File: src/rtl/exe_stage.sv
// ----------------------------------------------------------------------------
// exe_stage
//   Execute stage of the multi-cycle CPU, directly upstream of memory access.
//   Single-cycle ALU ops complete in CALC. MUL runs in the MUL state as an
//   iterative unsigned shift-add, keeping the low DATA_W bits of the product.
//
// Ports
//   clk, rst      rising-edge clock, synchronous active-high reset
//   exeStart      one-cycle request to execute the operands presented now
//   aluOp         0 ADD 1 SUB 2 AND 3 OR 4 XOR 5 SLL 6 SRL 7 SRA 8 SLT 9 SLTU
//                 10 MUL 11 PASSB 12 BRTGT, 13-15 reserved (result 0)
//   aluSrcB       0: B = regBOut, 1: B = immOut
//   condType      0 none, 1 BEQ, 2 BNE, 3 JUMP
//   npcOut, regAOut, regBOut, immOut   operands
//   aluOOut       registered ALU result
//   condOut       registered branch-taken flag
//   exeBusy       high while the FSM is not IDLE
//   exeDone       one-cycle pulse: aluOOut/condOut just updated
//
// Handshake: exeStart is accepted only when exeBusy is low (state IDLE);
//   requests while busy are dropped, not queued. Every accepted request
//   yields exactly one exeDone pulse (unless reset intervenes), which is
//   also the cycle the FSM is back in IDLE, so a new exeStart may be given
//   in the same cycle exeDone is high.
// ----------------------------------------------------------------------------
module exe_stage #(
   parameter int DATA_W = 32,
   parameter int SH_W   = 5
) (
   input  logic              clk,
   input  logic              rst,
   input  logic              exeStart,
   input  logic [3:0]        aluOp,
   input  logic              aluSrcB,
   input  logic [1:0]        condType,
   input  logic [DATA_W-1:0] npcOut,
   input  logic [DATA_W-1:0] regAOut,
   input  logic [DATA_W-1:0] regBOut,
   input  logic [DATA_W-1:0] immOut,
   output logic [DATA_W-1:0] aluOOut,
   output logic              condOut,
   output logic              exeBusy,
   output logic              exeDone
);

   localparam logic [3:0] OP_ADD   = 4'd0;
   localparam logic [3:0] OP_SUB   = 4'd1;
   localparam logic [3:0] OP_AND   = 4'd2;
   localparam logic [3:0] OP_OR    = 4'd3;
   localparam logic [3:0] OP_XOR   = 4'd4;
   localparam logic [3:0] OP_SLL   = 4'd5;
   localparam logic [3:0] OP_SRL   = 4'd6;
   localparam logic [3:0] OP_SRA   = 4'd7;
   localparam logic [3:0] OP_SLT   = 4'd8;
   localparam logic [3:0] OP_SLTU  = 4'd9;
   localparam logic [3:0] OP_MUL   = 4'd10;
   localparam logic [3:0] OP_PASSB = 4'd11;
   localparam logic [3:0] OP_BRTGT = 4'd12;

   localparam logic [1:0] CT_NONE = 2'd0;
   localparam logic [1:0] CT_BEQ  = 2'd1;
   localparam logic [1:0] CT_BNE  = 2'd2;
   localparam logic [1:0] CT_JUMP = 2'd3;

   localparam logic [SH_W-1:0] CNT_LAST = SH_W'(DATA_W - 1);

   typedef enum logic [1:0] {
      ST_IDLE = 2'd0,
      ST_CALC = 2'd1,
      ST_MUL  = 2'd2
   } state_t;

   state_t state, state_nxt;

   // latched operands
   logic [3:0]        op_q;
   logic [1:0]        ct_q;
   logic [DATA_W-1:0] npc_q, a_q, b_q, regb_q;

   // multiplier working registers
   logic [DATA_W-1:0] acc, mcand, mplr;
   logic [SH_W-1:0]   cnt;
   logic              mul_fin;

   logic [DATA_W-1:0] b_sel;
   logic [DATA_W-1:0] alu_res;
   logic              cond_res;
   logic [SH_W-1:0]   shamt;

   assign b_sel = aluSrcB ? immOut : regBOut;
   assign shamt = b_q[SH_W-1:0];

   // FSM state register
   always_ff @(posedge clk) begin
      if (rst) state <= ST_IDLE;
      else     state <= state_nxt;
   end

   // FSM next state and status output
   always_comb begin
      state_nxt = state;
      exeBusy   = (state != ST_IDLE);
      case (state)
         ST_IDLE: if (exeStart) state_nxt = (aluOp == OP_MUL) ? ST_MUL : ST_CALC;
         ST_CALC: state_nxt = ST_IDLE;
         ST_MUL:  if (mul_fin) state_nxt = ST_IDLE;
         default: state_nxt = ST_IDLE;
      endcase
   end

   // single-cycle ALU on the latched operands
   always_comb begin
      alu_res = '0;
      case (op_q)
         OP_ADD:   alu_res = a_q + b_q;
         OP_SUB:   alu_res = a_q - b_q;
         OP_AND:   alu_res = a_q & b_q;
         OP_OR:    alu_res = a_q | b_q;
         OP_XOR:   alu_res = a_q ^ b_q;
         OP_SLL:   alu_res = a_q << shamt;
         OP_SRL:   alu_res = a_q >> shamt;
         OP_SRA:   alu_res = $unsigned($signed(a_q) >>> shamt);
         OP_SLT:   alu_res = {{(DATA_W-1){1'b0}}, ($signed(a_q) < $signed(b_q))};
         OP_SLTU:  alu_res = {{(DATA_W-1){1'b0}}, (a_q < b_q)};
         OP_PASSB: alu_res = b_q;
         OP_BRTGT: alu_res = npc_q + (b_q << 2);
         default:  alu_res = '0;
      endcase
   end

   // branch condition always compares against register B, never the immediate;
   // reserved opcodes force it low
   always_comb begin
      cond_res = 1'b0;
      if (op_q <= OP_BRTGT) begin
         case (ct_q)
            CT_NONE: cond_res = 1'b0;
            CT_BEQ:  cond_res = (a_q == regb_q);
            CT_BNE:  cond_res = (a_q != regb_q);
            CT_JUMP: cond_res = 1'b1;
            default: cond_res = 1'b0;
         endcase
      end
   end

   // datapath
   always_ff @(posedge clk) begin
      if (rst) begin
         op_q    <= '0;
         ct_q    <= '0;
         npc_q   <= '0;
         a_q     <= '0;
         b_q     <= '0;
         regb_q  <= '0;
         acc     <= '0;
         mcand   <= '0;
         mplr    <= '0;
         cnt     <= '0;
         mul_fin <= 1'b0;
         aluOOut <= '0;
         condOut <= 1'b0;
         exeDone <= 1'b0;
      end else begin
         exeDone <= 1'b0;
         case (state)
            ST_IDLE: begin
               if (exeStart) begin
                  op_q    <= aluOp;
                  ct_q    <= condType;
                  npc_q   <= npcOut;
                  a_q     <= regAOut;
                  b_q     <= b_sel;
                  regb_q  <= regBOut;
                  acc     <= '0;
                  mcand   <= regAOut;
                  mplr    <= b_sel;
                  cnt     <= '0;
                  mul_fin <= 1'b0;
               end
            end
            ST_CALC: begin
               aluOOut <= alu_res;
               condOut <= cond_res;
               exeDone <= 1'b1;
            end
            ST_MUL: begin
               // DATA_W iteration cycles (cnt 0..DATA_W-1), then one
               // write-back cycle that publishes acc and returns to IDLE
               if (!mul_fin) begin
                  if (mplr[0]) acc <= acc + mcand;
                  mcand <= mcand << 1;
                  mplr  <= mplr >> 1;
                  if (cnt == CNT_LAST) mul_fin <= 1'b1;
                  else                 cnt     <= cnt + 1'b1;
               end else begin
                  aluOOut <= acc;
                  condOut <= 1'b0;
                  exeDone <= 1'b1;
                  mul_fin <= 1'b0;
               end
            end
            default: ;
         endcase
      end
   end

endmodule
File: config.mk
export PLATFORM = sky130hd
export DESIGN_NAME = exe_stage
export DESIGN_NICKNAME = d
export VERILOG_FILES = /design/src/rtl/exe_stage.sv
export SDC_FILE = /design/constraint.sdc
export NUM_CORES = 1
export LEC_CHECK = 0
export ABC_AREA = 1
export BUFFER_PORTS_ARGS = -buffer_cell sky130_fd_sc_hd__buf_4
export CORE_MARGIN = 10
export CORE_UTILIZATION = 46
export DETAILED_ROUTE_END_ITERATION = 10
export SLEW_MARGIN = 10
export SYNTH_ARGS = -nofsm -noshare
export SYNTH_HDL_FRONTEND = slang
export SYNTH_SLANG_ARGS = --single-unit
File: constraint.sdc
create_clock -name clk -period 4.2 [get_ports clk]
set_clock_uncertainty 0.2 [all_clocks]
set_input_delay 0.84 -clock clk [delete_from_list [all_inputs] [get_ports clk]]
set_output_delay 0.84 -clock clk [all_outputs]
set_load 0.1 [all_outputs]
== Yosys cells after proc, flatten, opt, wreduce, memory -nomap -nowiden ==
Index checks and enable logic that the tools add are counted.

* Add/sub/neg operators: 5
* $mul: 0
* Divide/modulo/power cells: 0
* Magnitude comparators: 3
* Eq/ne operators: 25
* Shifts and indexed selects: 3
* Muxes and demuxes: 32
* Bitwise gates (word level): 3
* Reductions and logical operators: 13

{| class="wikitable"
|+ Operator list
! kind !! count
|-
| $pmux W32 S12 || 1
|-
| $mux W32 || 9
|-
| $pmux W32 S2 || 4
|-
| $add A32 B32 Y32 || 3
|-
| $lt A32 B32 Y1 || 2
|-
| $and A32 B32 Y32 || 1
|-
| $eq A32 B32 Y1 || 1
|-
| $ne A32 B32 Y1 || 1
|-
| $or A32 B32 Y32 || 1
|-
| $shl A32 B5 Y32 || 1
|-
| $shr A32 B5 Y32 || 1
|-
| $sshr A32 B5 Y32 || 1
|-
| $sub A32 B32 Y32 || 1
|-
| $xor A32 B32 Y32 || 1
|-
| $eq A4 B4 Y1 const B || 5
|-
| $eq A4 B3 Y1 const B || 4
|-
| $mux W5 || 3
|-
| $ne A2 B2 Y1 const B || 5
|-
| $pmux W5 S2 || 1
|-
| $eq A4 B2 Y1 const B || 2
|-
| $reduce_and A2 Y1 || 4
|-
| $reduce_and A4 Y1 || 2
|-
| $eq A2 B2 Y1 const B || 3
|-
| $mux W1 || 6
|-
| 13 further kinds || 21
|}

* Bits in registers: 272
* Latch bits: 0
* Memory bits (writable): 0
* Bits in read-only memories: 0
* Input port bits: 138
* Output and inout port bits: 35
* Memories kept: 0

== Logic depth before layout (Yosys ltp) ==
* Depth after elaboration: 4
* Mapped depth: 22

== Worst setup path after synthesis ==
No wires, ideal clock.

* Path type: flip-flop to flip-flop
* Start point: register b_q[3]
* End point: register aluOOut[26]
* Arrival: 2.444 ns
* Data required time: 3.929 ns
* Setup slack: 1.485 ns
* Stages on the path, launching flop included: 20
* Path buffers: 2
* Clock period less this slack: 2.715 ns
* Cells stage by stage: dfxtp_1 inv_2 clkbuf_1 buf_1 ha_1 inv_1 nand2_1 nand3_1 nand2_1 nand2_1 nand2_1 nand2_1 inv_1 nor2_1 nor2_1 nor2_1 nor2_1 nand2_1 nand2_1 a21oi_1

* Longest elaborated chain between the ends: 3
* Elaborated cells on any way between the ends: 8

{| class="wikitable"
|+ RTL lines
! what !! RTL line !! source
|-
| from (decl) || 78 || <nowiki>logic [DATA_W-1:0] npc_q, a_q, b_q, regb_q;</nowiki>
|-
| from (signal assigned) || 172 || <nowiki>b_q <= b_sel;</nowiki>
|-
| $add A32 B32 Y32, or another cell as far along || 126 || <nowiki>OP_BRTGT: alu_res = npc_q + (b_q << 2);</nowiki>
|-
| $pmux W32 S12 (*) || 114 || <nowiki>case (op_q)</nowiki>
|-
| $pmux W32 S2 (*) || 165 || <nowiki>case (state)</nowiki>
|-
| to (signal assigned) || 182 || <nowiki>aluOOut <= alu_res;</nowiki>
|-
| to (decl) || 40 || <nowiki>output logic [DATA_W-1:0] aluOOut,</nowiki>
|}

Mark *: on every way between the ends. The rest lies on a longest branch, timed or not.
A chain may end at the register's enable or synchronous reset.

== Worst setup path in the final report ==
* Start point: register a_q[19]
* End point: register aluOOut[20]

* Longest elaborated chain between the ends: 3
* Elaborated cells on any way between the ends: 7

{| class="wikitable"
|+ RTL lines
! what !! RTL line !! source
|-
| from (decl) || 78 ||
|-
| from (signal assigned) || 171 || <nowiki>a_q <= regAOut;</nowiki>
|-
| $sub A32 B32 Y32, or another cell as far along || 116 || <nowiki>OP_SUB: alu_res = a_q - b_q;</nowiki>
|-
| $pmux W32 S12 (*) || 114 ||
|-
| $pmux W32 S2 (*) || 165 ||
|}

Marked as above.

==> summary.txt <==
Outcome
  • Outcome: finished clean

Clock tree
  • CTS clock-pin slew for the worst setup and hold paths: 0.07 ns
  • Later-pin clock latency in the skew report: 0.59 ns
  • Post-CTS Resized: 0
  • TritonCTS clock tree: done
  • TritonCTS buffer count: 35
  • Root Buffer: clkbuf_16
  • CTS Sinks: 272
  • Post-CTS setup repair buffer count: 0
  • CTS Buffer Depth: 3
  • Hold-fix buffers, CTS: 0
  • Htree depth: 2

Global route
  • GR Util All Layers: 39.7%
  • Vias in the first global route: 27900
  • First-pass GRT wire length: 189 mm
  • Pin count of the biggest net entering global routing: 90
  • Antenna violations before repair: 8
  • Total grt overflow: 0

Die
  • Cell row count: 85
  • Die H: 253 um
  • Core area: 0.0539 mm2
  • Die width: 253 um
  • Die area: 0.0642 mm2
  • Starting Density: 46.5%
  • # IOs: 173

STA
  • Setup_tns: 0 ns
  • Worst hold slack: 0.261 ns
  • Max-slew violations: 0
  • Max_slew headroom: 16.2%
  • F_max: 257 MHz
  • Slew @ Worst Pin: 1.24 ns
  • Setup violators final: 0
  • Final Hold Viols: 0
  • Period utilisation layout: 92.5%
  • Final worst path period need: 3.88 ns
  • RSZ-0062 raised after global routing: no

Setup path
  • CP Data Required Time: 4.44 ns
  • Critical path launch point type: flip-flop
  • WP buf/inv: 2
  • Critical path data arrival time: 4.12 ns
  • Worst setup path class: reg -> reg
  • Critical path's top delay family: simple AND/OR/NAND/NOR gates
  • Cell Chain, Critical Path: inv_1 > ha_1 > nand2_1 > nor2_1 > inv_1 > nor2_1 > nand3_1 > nand3_1 > nand2_1 > nand2_1 > nor2_1 > nor2_1 > nand3_1 > nand2_1 > a21oi_1
  • Crit end category: flip-flop
  • Critical path peak fanout: 11
  • CP max stage cell: ha_1
  • R2R Setup Slk: 0.32 ns
  • Crit-path max cell delay: 0.74 ns

Synthesis
  • EDFF count, synth: 0
  • Leading area contributor after synthesis: dfxtp_1
  • Seq/Total Area, Yosys: 21.7%
  • Avg Inst Size Synth: 5.82 um2
  • Synth async-reset ratio: 0%
  • Most used DFF post-synth: dfxtp_1
  • Most frequent cell after synthesis: nand2_1
  • Synth Register Bits: 272
  • Syn_nets: 4618
  • Yosys top cell area share: 21.7%
  • Mapped cell area: 0.0251 mm2
  • Post-synth top cells: nand2_1 (1187), nand3_1 (450), inv_1 (436)
  • Cells after Synth: 4307
  • Synth Warn #: 0
  • Synth unique cells: 49
  • Ranking of synthesized cells by area: dfxtp_1 (22%), nand2_1 (18%), nand3_1 (9.0%), ha_1 (8.4%), a21oi_1 (7.7%)

Layout
  • Non-filler cells, final: 5141
  • Fill cells: 5907
  • Final #Nets: 4726
  • Sequential cell area: 0.00545 mm2
  • Area grow syn2layout: 13.2%
  • Area of the multi-input gates: 0.0170 mm2
  • Layout cell share with drive strength beyond 1: 9.14%
  • Fin area: 0.0284 mm2

Min path
  • HP Class: reg -> reg

Place
  • I/O Buffers: 172
  • Post-DP HPWL: 107 mm
  • Post-DP Area: 0.0272 mm2
  • Global placer's final weighted congestion: 1.17
  • Placed Cells: 5074

Route
  • Detailed Route Iter0 Violations: 4954
  • Vias: 31100
  • Via density: 6.06
  • Overall routed net length: 132 mm
  • DR WL/cell: 25.8 um
  • ANT nets after route: 0
  • Detailed Routing Iterations Pass 1: 7
  • DRC: 0

Power and ir drop
  • Pwr per Cell Area: 358 mW/mm2
  • Leakage: 14.0 nW
  • Max VDD drop: 0.309 mV

Run
  • Max Cap Viol: 0
==> logic make-up after synthesis <==
group	Yosys count	synth area share, %
multiplexers	35	1.40
flip-flops	272	21.7
XOR/XNOR	35	1.22
AO/OA/AOI/OAI	917	19.5
buffers and inverters	658	10.3
AND/OR/NAND/NOR	2217	37.1
adder cells (fa/ha/maj)	173	8.76
==> worst paths after layout <==
check                             from                       end  cells past startpoint
setup / recovery  a_q[19]$_SDFFE_PP0P_  aluOOut[20]$_SDFFE_PP0P_                     15
hold / removal    mplr[9]$_SDFFE_PP0P_      mplr[9]$_SDFFE_PP0P_                      2
setup reg to reg  a_q[19]$_SDFFE_PP0P_  aluOOut[20]$_SDFFE_PP0P_                     15
hold reg to reg   mplr[9]$_SDFFE_PP0P_      mplr[9]$_SDFFE_PP0P_                      2
==> placed cells by master, fill, tap and decap left out, drive strengths merged, types with 20 or more instances in the layout <==
cell | synthesis | final
nand4 | 43 | 43
or2 | 37 | 37
o211ai | 35 | 35
a31oi | 35 | 35
o22ai | 20 | 20
clkbuf | 122 | 48
buf | 84 | 277
dfxtp | 272 | 272
nor3 | 35 | 35
o21ai | 401 | 401
mux2i | 35 | 35
nand3 | 451 | 451
a21oi | 383 | 383
ha | 169 | 169
inv | 452 | 453
xor2 | 22 | 22
nor2 | 423 | 423
nand2 | 1189 | 1189
==> power by group <==
group / switching [W] / leakage (nW) / total, W / internal, W
clock: 0.00132 / 0.559 / 0.00311 / 0.00179
combinational: 0.00291 / 11.2 / 0.00401 / 0.00111
sequential: 0.000257 / 2.25 / 0.00304 / 0.00278
total: 0.00448 / 14.0 / 0.0102 / 0.00568
==> worst register-to-register path, stage by stage (launching register included) <==
cell	delay (ns)
dfxtp_1	0.68
inv_1	0.17
ha_1	0.74
nand2_1	0.24
nor2_1	0.23
inv_1	0.07
nor2_1	0.18
nand3_1	0.14
nand3_1	0.12
nand2_1	0.05
nand2_1	0.12
nor2_1	0.06
nor2_1	0.41
nand3_1	0.14
nand2_1	0.10
a21oi_1	0.07
==> sequential cells by signal (all words and copies together) (netlist names), 2 cells and up <==
signal / flops
a_q: 32
acc: 32
aluOOut: 32
b_q: 32
cnt: 5
ct_q: 2
mcand: 32
mplr: 32
npc_q: 32
op_q: 4
regb_q: 32
state: 2
==> layout make-up <==
class                           count  share of cell area (%)
Timing Repair Buffer              277                    7.46
Tap cell                          696                    3.07
Inverter                          452                    6.01
Antenna cell                        4                  0.0353
Clock inverter                     15                   0.644
Multi-Input combinational cell   3377                    60.1
Sequential cell                   272                    19.2
Clock buffer                       48                    3.47
==> per-stage QoR <==
step | util (%) | setup slack [ns] | power, W
2_1_floorplan | - | 1.48 | 0.00536
3_3_place_gp | 50.4 | 0.725 | 0.00690
3_5_place_dp | 50.4 | 0.727 | 0.00689
4_1_cts | 52.6 | 0.669 | 0.00997
5_1_grt | 52.6 | 0.389 | 0.0105
6_report | 52.6 | 0.316 | 0.0102
==> per-layer routing <==
metal	part of all wire, %	wire [um]	up-vias	track usage, %
met4	7.1	9390	6	23.4
met1	40	52800	14200	52.9
li1	-	-	14400	-
met5	0.032	42	-	0
met3	14	18600	408	11.8
met2	39	51600	2085	55.4
(Power assumes the default switching activity.)
